--- config.mk ---
export PLATFORM = sky130hd
export DESIGN_NAME = muldiv_iter
export DESIGN_NICKNAME = d
export VERILOG_FILES = /design/src/rtl/muldiv_iter.sv
export SDC_FILE = /design/constraint.sdc
export NUM_CORES = 1
export LEC_CHECK = 0
export CAP_MARGIN = 25
export CORE_AREA = 8 8 218 220
export DETAILED_ROUTE_END_ITERATION = 6
export DIE_AREA = 0 0 226 228
export RECOVER_POWER = 100
export SYNTH_ARGS = -nofsm -noshare
export SYNTH_HDL_FRONTEND = slang
export SYNTH_SLANG_ARGS = --single-unit
--- constraint.sdc ---
create_clock -name clk -period 4.3 [get_ports clk]
set_input_delay 0.86 -clock clk [delete_from_list [all_inputs] [get_ports clk]]
set_output_delay 0.86 -clock clk [all_outputs]
set_load 0.03 [all_outputs]
--- src/rtl/muldiv_iter.sv ---
// muldiv_iter: iterative radix-2 multiplier / divider with HI/LO result registers.
//
// A multiply or divide is launched from IDLE with start. The magnitudes of the
// operands are processed one bit per cycle for WIDTH cycles (shift-add multiply
// or restoring divide). A final FIX cycle applies signs, writes hi/lo and pulses
// done. hi/lo can also be loaded directly from a while idle.
//
// Ports:
//   clk, rst        clock, asynchronous active-low reset
//   start           launch an operation (IDLE only)
//   divSel          0 = multiply, 1 = divide
//   isSigned        operands are two's complement
//   a, b            operands; a is also the hi/lo write data
//   hiWe, loWe      write a into hi / lo (IDLE, no start, no cancel)
//   cancel          abort the operation in progress; blocks requests in IDLE
//   hi, lo          product high/low half, or remainder/quotient
//   busy            operation in progress
//   done            one-cycle completion pulse
//   dz              last completed divide had a zero divisor
module muldiv_iter #(
    parameter int WIDTH = 32
) (
    input  logic             clk,
    input  logic             rst,
    input  logic             start,
    input  logic             divSel,
    input  logic             isSigned,
    input  logic [WIDTH-1:0] a,
    input  logic [WIDTH-1:0] b,
    input  logic             hiWe,
    input  logic             loWe,
    input  logic             cancel,
    output logic [WIDTH-1:0] hi,
    output logic [WIDTH-1:0] lo,
    output logic             busy,
    output logic             done,
    output logic             dz
);

    localparam int CNT_W = $clog2(WIDTH + 1);
    localparam logic [CNT_W-1:0] CNT_LAST = CNT_W'(WIDTH - 1);

    typedef enum logic [1:0] {
        S_IDLE = 2'd0,
        S_CALC = 2'd1,
        S_FIX  = 2'd2
    } state_t;

    state_t           state_q, state_d;
    logic [CNT_W-1:0] cnt_q, cnt_d;
    logic             div_q, div_d;
    logic             neg_res_q, neg_res_d;   // sign of product / quotient
    logic             neg_rem_q, neg_rem_d;   // sign of remainder (follows a)
    logic [WIDTH-1:0] a_raw_q, a_raw_d;       // original dividend, returned on divide-by-zero
    logic [WIDTH-1:0] opb_q, opb_d;           // |b|: multiplicand or divisor
    logic [WIDTH-1:0] acc_q, acc_d;           // product high half / partial remainder
    logic [WIDTH-1:0] sh_q, sh_d;             // multiplier -> product low / dividend -> quotient
    logic [WIDTH-1:0] hi_q, hi_d;
    logic [WIDTH-1:0] lo_q, lo_d;
    logic             done_q, done_d;
    logic             dz_q, dz_d;

    // Operand magnitudes at launch time.
    logic             a_neg, b_neg;
    logic [WIDTH-1:0] a_mag, b_mag;

    always_comb begin
        a_neg = isSigned & a[WIDTH-1];
        b_neg = isSigned & b[WIDTH-1];
        a_mag = a_neg ? (~a + 1'b1) : a;
        b_mag = b_neg ? (~b + 1'b1) : b;
    end

    // One iteration step of each algorithm.
    logic [WIDTH:0]   mul_sum;
    logic [WIDTH:0]   rem_sh;
    logic [WIDTH:0]   trial;

    always_comb begin
        // Shift-add: add multiplicand when the current multiplier bit is set,
        // then shift {acc, sh} right by one; the carry lands in acc's MSB.
        mul_sum = {1'b0, acc_q} + (sh_q[0] ? {1'b0, opb_q} : {(WIDTH+1){1'b0}});
        // Restoring: shift next dividend bit into the remainder and try to
        // subtract; no borrow means the quotient bit is 1.
        rem_sh  = {acc_q, sh_q[WIDTH-1]};
        trial   = rem_sh - {1'b0, opb_q};
    end

    // Sign fix-up of the finished magnitudes.
    logic [2*WIDTH-1:0] prod_mag, prod_fix;
    logic [WIDTH-1:0]   quo_fix, rem_fix;
    logic               div_zero;

    always_comb begin
        prod_mag = {acc_q, sh_q};
        prod_fix = neg_res_q ? (~prod_mag + 1'b1) : prod_mag;
        quo_fix  = neg_res_q ? (~sh_q + 1'b1) : sh_q;
        rem_fix  = neg_rem_q ? (~acc_q + 1'b1) : acc_q;
        div_zero = (opb_q == '0);
    end

    always_comb begin
        state_d   = state_q;
        cnt_d     = cnt_q;
        div_d     = div_q;
        neg_res_d = neg_res_q;
        neg_rem_d = neg_rem_q;
        a_raw_d   = a_raw_q;
        opb_d     = opb_q;
        acc_d     = acc_q;
        sh_d      = sh_q;
        hi_d      = hi_q;
        lo_d      = lo_q;
        dz_d      = dz_q;
        done_d    = 1'b0;

        case (state_q)
            S_IDLE: begin
                if (!cancel) begin
                    if (start) begin
                        // start takes priority over direct hi/lo writes
                        state_d   = S_CALC;
                        cnt_d     = '0;
                        div_d     = divSel;
                        neg_res_d = a_neg ^ b_neg;
                        neg_rem_d = a_neg;
                        a_raw_d   = a;
                        opb_d     = b_mag;
                        acc_d     = '0;
                        sh_d      = a_mag;
                    end else begin
                        if (hiWe) hi_d = a;
                        if (loWe) lo_d = a;
                    end
                end
            end

            S_CALC: begin
                if (cancel) begin
                    state_d = S_IDLE;
                end else begin
                    if (div_q) begin
                        if (!trial[WIDTH]) begin
                            acc_d = trial[WIDTH-1:0];
                            sh_d  = {sh_q[WIDTH-2:0], 1'b1};
                        end else begin
                            acc_d = rem_sh[WIDTH-1:0];
                            sh_d  = {sh_q[WIDTH-2:0], 1'b0};
                        end
                    end else begin
                        acc_d = mul_sum[WIDTH:1];
                        sh_d  = {mul_sum[0], sh_q[WIDTH-1:1]};
                    end
                    cnt_d = cnt_q + CNT_W'(1);
                    if (cnt_q == CNT_LAST) state_d = S_FIX;
                end
            end

            S_FIX: begin
                state_d = S_IDLE;
                if (!cancel) begin
                    done_d = 1'b1;
                    if (!div_q) begin
                        hi_d = prod_fix[2*WIDTH-1:WIDTH];
                        lo_d = prod_fix[WIDTH-1:0];
                        dz_d = 1'b0;
                    end else if (div_zero) begin
                        // Divide by zero: fixed result independent of signedness.
                        hi_d = a_raw_q;
                        lo_d = '1;
                        dz_d = 1'b1;
                    end else begin
                        hi_d = rem_fix;
                        lo_d = quo_fix;
                        dz_d = 1'b0;
                    end
                end
            end

            default: state_d = S_IDLE;
        endcase
    end

    always_ff @(posedge clk or negedge rst) begin
        if (!rst) begin
            state_q   <= S_IDLE;
            cnt_q     <= '0;
            div_q     <= 1'b0;
            neg_res_q <= 1'b0;
            neg_rem_q <= 1'b0;
            a_raw_q   <= '0;
            opb_q     <= '0;
            acc_q     <= '0;
            sh_q      <= '0;
            hi_q      <= '0;
            lo_q      <= '0;
            done_q    <= 1'b0;
            dz_q      <= 1'b0;
        end else begin
            state_q   <= state_d;
            cnt_q     <= cnt_d;
            div_q     <= div_d;
            neg_res_q <= neg_res_d;
            neg_rem_q <= neg_rem_d;
            a_raw_q   <= a_raw_d;
            opb_q     <= opb_d;
            acc_q     <= acc_d;
            sh_q      <= sh_d;
            hi_q      <= hi_d;
            lo_q      <= lo_d;
            done_q    <= done_d;
            dz_q      <= dz_d;
        end
    end

    assign busy = (state_q != S_IDLE);
    assign hi   = hi_q;
    assign lo   = lo_q;
    assign done = done_q;
    assign dz   = dz_q;

endmodule

# Word level (Yosys, flattened, before mapping)
# Index checks and enable logic that the tools add are counted.
[totals] register_bits=205 inputBits=72 word_cells=97
[op_classes] n_addsub=8 n_eq_ne=11 mux=45 bitwise_logic=9 reduce_logical=11
[ops] cell="two-way mux 32 bit" count=26
[ops] cell="case mux 32 bit (2 select lines)" count=4
[ops] cell="adder 32 x 1 -> 32 bit, second input constant" count=4
[ops] cell="NOT 32 bit" count=4
[ops] cell="adder 64 x 1 -> 64 bit, second input constant" count=1
[ops] cell="two-way mux 64 bit" count=1
[ops] cell="NOT 64 bit" count=1
[ops] cell="adder 32 x 32 -> 33 bit" count=1
[ops] cell="subtractor 33 x 32 -> 33 bit" count=1
[ops] cell="zero test 32 bit" count=1
[ops] cell="two-way mux 6 bit" count=3
[ops] cell="inequality test 2 bit, second input constant" count=7
[ops] cell="case mux 6 bit (2 select lines)" count=1
[ops] cell="AND reduction 5 bit" count=2
[ops] cell="two-way mux 2 bit" count=4
[ops] cell="adder 6 x 1 -> 6 bit, second input constant" count=1
[ops] cell="equality test 6 x 5 -> 1 bit, second input constant" count=1
[ops] cell="AND reduction 3 bit" count=2
[ops] cell="nonzero test 2 bit" count=3
[ops] cell="two-way mux 1 bit" count=5
[ops] cell="case mux 2 bit (2 select lines)" count=1
[ops] cell="AND reduction 4 bit" count=1
[ops] cell="inequality test 3 bit, second input constant" count=1
[ops] cell="AND 1 bit" count=2
[ops] cell="other kinds (6)" count=6

# Logic depth before layout (Yosys ltp)
[logic_depth] depth_word=7 mapped_depth=13 depth_no_buf=13

# Least setup slack after synthesis
# OpenSTA, ideal clock, no wires.
[synth_path] kind="reg2reg" start="register sh_q[0]" end="register acc_q[29]" arrival_time_ns=3.231 required_time_ns=4.174 setup_slack_ns=0.942 path_stages_with_launch=14 n_path_buf=1 synth_period_minus_slack_ns=3.358 cell_sequence="dfrtp_1 -> inv_1 -> clkbuf_1 -> nor2_1 -> ha_1 -> nor2b_1 -> o31a_1 -> a41oi_1 -> o2bb2ai_1 -> a31o_2 -> a41oi_1 -> o21ai_0 -> xnor2_1 -> a221o_1"
[synth_via] elab_chain_cells=5
[synth_lines] element="from (decl)" line="57" source="logic [WIDTH-1:0] sh_q, sh_d;"
[synth_lines] element="from (signal assigned)" line="194" source="sh_q <= '0;"
[synth_lines] element="from (signal assigned)" line="208" source="sh_q <= sh_d;"
[synth_lines] element="two-way mux 32 bit" line="82" source="mul_sum = {1'b0, acc_q} + (sh_q[0] ? {1'b0, opb_q} : {(WIDTH+1){1'b0}});"
[synth_lines] element="adder 32 x 32 -> 33 bit" line="82"
[synth_lines] element="two-way mux 32 bit" line="142" source="if (div_q) begin"
[synth_lines] element="two-way mux 32 bit" line="139" source="if (cancel) begin"
[synth_lines] element="case mux 32 bit (2 select lines)" line="117" source="case (state_q)"
[synth_lines] element="to (signal assigned)" line="193" source="acc_q <= '0;"
[synth_lines] element="to (signal assigned)" line="207" source="acc_q <= acc_d;"
[synth_lines] element="to (decl)" line="56" source="logic [WIDTH-1:0] acc_q, acc_d;"
# Every way passes these cells. The select of a mux whose other input is x is not followed.
# A chain may end at the register's enable or synchronous reset.

# Worst setup path in the final report
[layout_path] start="register acc_q[10]" end="register hi_q[27] (netlist: hi[27])"
[layout_via] elab_chain_cells=7 elab_cells_between_ends=10 classes_between="add/sub (2); mux (6); bitwise (2)"
[layout_lines] element="NOT 32 bit" line="98" source="rem_fix = neg_rem_q ? (~acc_q + 1'b1) : acc_q;"
[layout_lines] element="adder 32 x 1 -> 32 bit" line="98"
[layout_lines] element="two-way mux 32 bit" line="98"
[layout_lines] element="two-way mux 32 bit" line="167" source="end else if (div_zero) begin"
[layout_lines] element="two-way mux 32 bit *" line="163" source="if (!div_q) begin"
[layout_lines] element="two-way mux 32 bit *" line="161" source="if (!cancel) begin"
[layout_lines] element="case mux 32 bit (2 select lines) *" line="117"
[layout_lines] element="to (signal assigned)" line="209" source="hi_q <= hi_d;"
[layout_lines] element="to (decl)" line="58" source="logic [WIDTH-1:0] hi_q, hi_d;"
# Mark *: on every way between the ends. The rest lies on a longest branch, timed or not. The select of a mux whose other input is x is not followed.

==> metrics.yaml <==
worst_setup_path:
  critical_path_class: "flop to flop"
  crit_path_end_kind: "flop"
  critPathMostFrequentCell: "or4_1"
  crit_path_max_fanout: 10
  cp_num_buf_inv: 0
  cp-start-kind: "flop"
  path_delay_family: "simple AND/OR/NAND/NOR gates"
  worst_ep_required_time_ns: 4.77
  critPathMaxStageDelay_ns: 0.65
  cp_cell_sequence: "or4_1 > or4b_1 > or4_1 > or3_1 > o21ai_0 > o21ai_1 > mux2_4 > a211oi_2"
  worstPathArrival_ns: 4.41
  crit_slowest_cell: "or4_1"
finish:
  drive_above_1_share: 0.0531
  fin_area_um2: 19400
  antenna_cells: 0
  area_growth_pct: 17.1
  finalNetCount: 2402
placement:
  dpl.hpwl_um: 43900
  place.gp.congestion: 0.923
  dpl-instance-area_um2: 18600
  portBuffers: 138
status:
  failed_checks: "capacitance limit, slew limit"
  run_status: "finished, violations left"
grt:
  antenna_found_initial: 0
  grt_pass1_vias: 16400
  grt-ovfl-total: 0
  grtUsageTotal: 0.223
  grt_pass1_wl_um: 92700
  grt_max_degree: 85
synth:
  synth_seq_cells: 205
  synth_edf_count: 0
  netlist_area_um2: 16600
  synthArstFlopShare: 1.00
  yosysWarnings: 0
  synth_cell_types: 71
  synth_area_per_cell_um2: 7.56
  syn_nets: 2336
  syn_inst: 2193
  synth-main-ff-cell: "dfrtp_1"
  seq_area_frac_synth: 0.310
cts:
  clock_sinks: 205
  path_clk_slew_ns: 0.06
  clk_path_buf_depth: 3
  post-cts-setup-buffers: 0
  cts-root-buf: "clkbuf_16"
  clk_latency_ns: 0.56
  cts_max_level: 1
  cts_tree: "yes"
  cts_buffers: 26
timing:
  maxSlewHeadroom: -0.608
  tns_ns: 0
  fin_crit_sh: 0.916
  setup_violations: 0
  hold_violations: 0
  clock.fmax_mhz: 254
  tightest_slew_ns: 2.41
  rsz0062_at_grt: "false"
  min_period_ns: 3.94
  final_max_slew_viol_count: 188
  skew_ns: 0.0244
pwr:
  switching_share: 0.488
  power.leakage_nw: 8.26
  max-vdd-ir-drop_mv: 0.389
  comb_power_share: 0.586
  p_per_area_nw_per_um2: 702
  switchingPower_mw: 6.64
  internal-power_mw: 6.97
  clock_power_share: 0.163
  seqPwrFrac: 0.251
floorplanning:
  pin_count: 139
  fp.dieW_um: 226
  die_h_um: 228
  fp-row-count: 77
  initial_core_util: 0.378
  core_area_um2: 43800
  dieArea_um2: 51500
detailed_routing:
  routed_wl_um: 59000
  drt_iter0_drc: 1388
  vias: 16500
  drc: 0
  wl_per_cell_um: 20.6
  dr.pass1.iters: 5
  ant_nets: 0
  vias_per_cell: 5.75
flow_run:
  drv_cap: 5
min_path:
  hp-class: "flop to flop"
## flip-flops by register name, summed over array words and instances, names as in the netlist
register   cells
dz             1
opb_q         32
hi            32
div_q          1
neg_res_q      1
sh_q          32
cnt_q          6
lo            32
state_q        2
acc_q         32
done           1
neg_rem_q      1
a_raw_q       32
## cell families (layout without fill, tap and decap cells)
logic type                 count (synthesis)  in the layout  synth area share
buffers and inverters                    224            308            0.0515
AOI/OAI and AO/OA                        693            693             0.251
muxes                                     42             42            0.0259
adders and majority gates                 71             71            0.0545
DFF                                      205            205             0.310
and+or+nand+nor                          770            770             0.209
xor gates and xnor gates                 188            188            0.0994
## final cells by class
cell class / instances / area (um^2)
Clock buffer: 34 / 732
Clock inverter: 12 / 125
Sequential cell: 205 / 5130
Timing Repair Buffer: 197 / 1820
Fill cell: 4489 / 24400
Inverter: 65 / 244
Tap cell: 592 / 741
Multi-Input combinational cell: 1764 / 10600
## power by group through the flow
stage	Clock [mW]	Combinational [mW]	Sequential [mW]
2_1_floorplan	0	5.55	3.30
3_3_place_gp	0	7.90	3.43
3_5_place_dp	0	7.95	3.46
4_1_cts	2.26	7.98	3.43
5_1_grt	2.36	8.79	3.52
6_report	2.22	7.97	3.42
## final timing paths
kind / depth (start not counted) / end / slack, ns / start
setup reg to reg: 8 / hi[27]$_DFFE_PN0P_ / 0.36 / acc_q[10]$_DFFE_PN0P_
hold / removal: 2 / lo[14]$_DFFE_PN0P_ / 0.47 / lo[14]$_DFFE_PN0P_
min in group asynchronous: 1 / sh_q[9]$_DFFE_PN0P_ / 1.04 / rst
max in group asynchronous: 2 / lo[31]$_DFFE_PN0P_ / 1.11 / rst
hold reg to reg: 2 / lo[14]$_DFFE_PN0P_ / 0.47 / lo[14]$_DFFE_PN0P_
setup / recovery: 8 / hi[27]$_DFFE_PN0P_ / 0.36 / acc_q[10]$_DFFE_PN0P_
## placed cells by master, fill, tap and decap left out, drive strengths merged, types with 6 or more instances in the layout
cell	synthesis	final
and2	10	10
dfrtp	205	205
nor2	173	173
nand2b	17	17
o41ai	17	17
or4	19	19
a21o	23	23
clkinv	0	10
a22oi	19	19
o21ai	285	285
nor3	51	51
clkbuf	143	50
nand3	36	36
inv	65	65
or2	11	11
and3	6	6
o31ai	22	22
o211ai	22	22
xnor2	105	105
o22ai	39	39
clkdlybuf4s50	0	67
ha	69	69
o21a	14	14
o21bai	8	8
a211oi	20	20
or3	27	27
o221ai	6	6
a221o	8	8
a21oi	149	149
xor2	83	83
dlygate4sd3	0	70
nand4	14	14
nor2b	14	14
buf	16	44
a31oi	20	20
nor4	23	23
mux2i	38	38
nand2	354	354
## stage by stage
stage	util	total power [mW]	worst slack, ns	std cells	hold WS [ns]
after global routing	0.443	14.7	0.124	2869	0.494
after floorplan	-	8.85	0.942	2193	0.440
after detailed placement	0.425	11.4	0.0567	2822	0.465
after global placement	0.425	11.3	0.152	2821	0.458
final	0.443	13.6	0.360	2869	0.474
after CTS	0.444	13.7	0.0151	2868	0.403
## tightest hold or removal path, cell delays in order, from the launching register on
cell and delay, ns:
dfrtp_1 0.33, nand2_1 0.05, o21ai_0 0.06
## repair_timing
action,CTS,global route
gates resized for setup,0,1
setup endpoints to repair,0,1
hold buffers,0,0
## per-layer routing
| layer | GRT usage | routed length, um |
|---|---|---|
| met5 | 0 | 0 |
| met4 | 0.0735 | 1780 |
| met3 | 0.0255 | 3360 |
| met2 | 0.372 | 27900 |
| met1 | 0.296 | 25900 |
## synth_stat cells, drive strengths merged, types with 8 or more instances
cell	instances	area, um^2
xnor2	105	920
o211ai	22	165
o21ai	285	1430
or2	11	68.8
a21oi	149	746
o21bai	8	60.1
dfrtp	205	5130
xor2	83	727
and2	10	62.6
nor4	23	144
nand2b	17	106
a31oi	20	125
nand3	36	180
inv	65	244
a21o	23	173
nand4	14	87.6
or3	27	174
o21a	14	105
o22ai	39	244
a22oi	19	143
buf	16	72.6
nor2b	14	87.6
nand2	354	1330
or4	19	146
a221o	8	80.1
o41ai	17	149
mux2i	38	380
nor2	173	649
o31ai	22	165
clkbuf	143	537
nor3	51	255
ha	69	863
a211oi	20	155
Note: power is estimated with default switching activity, not from simulation.
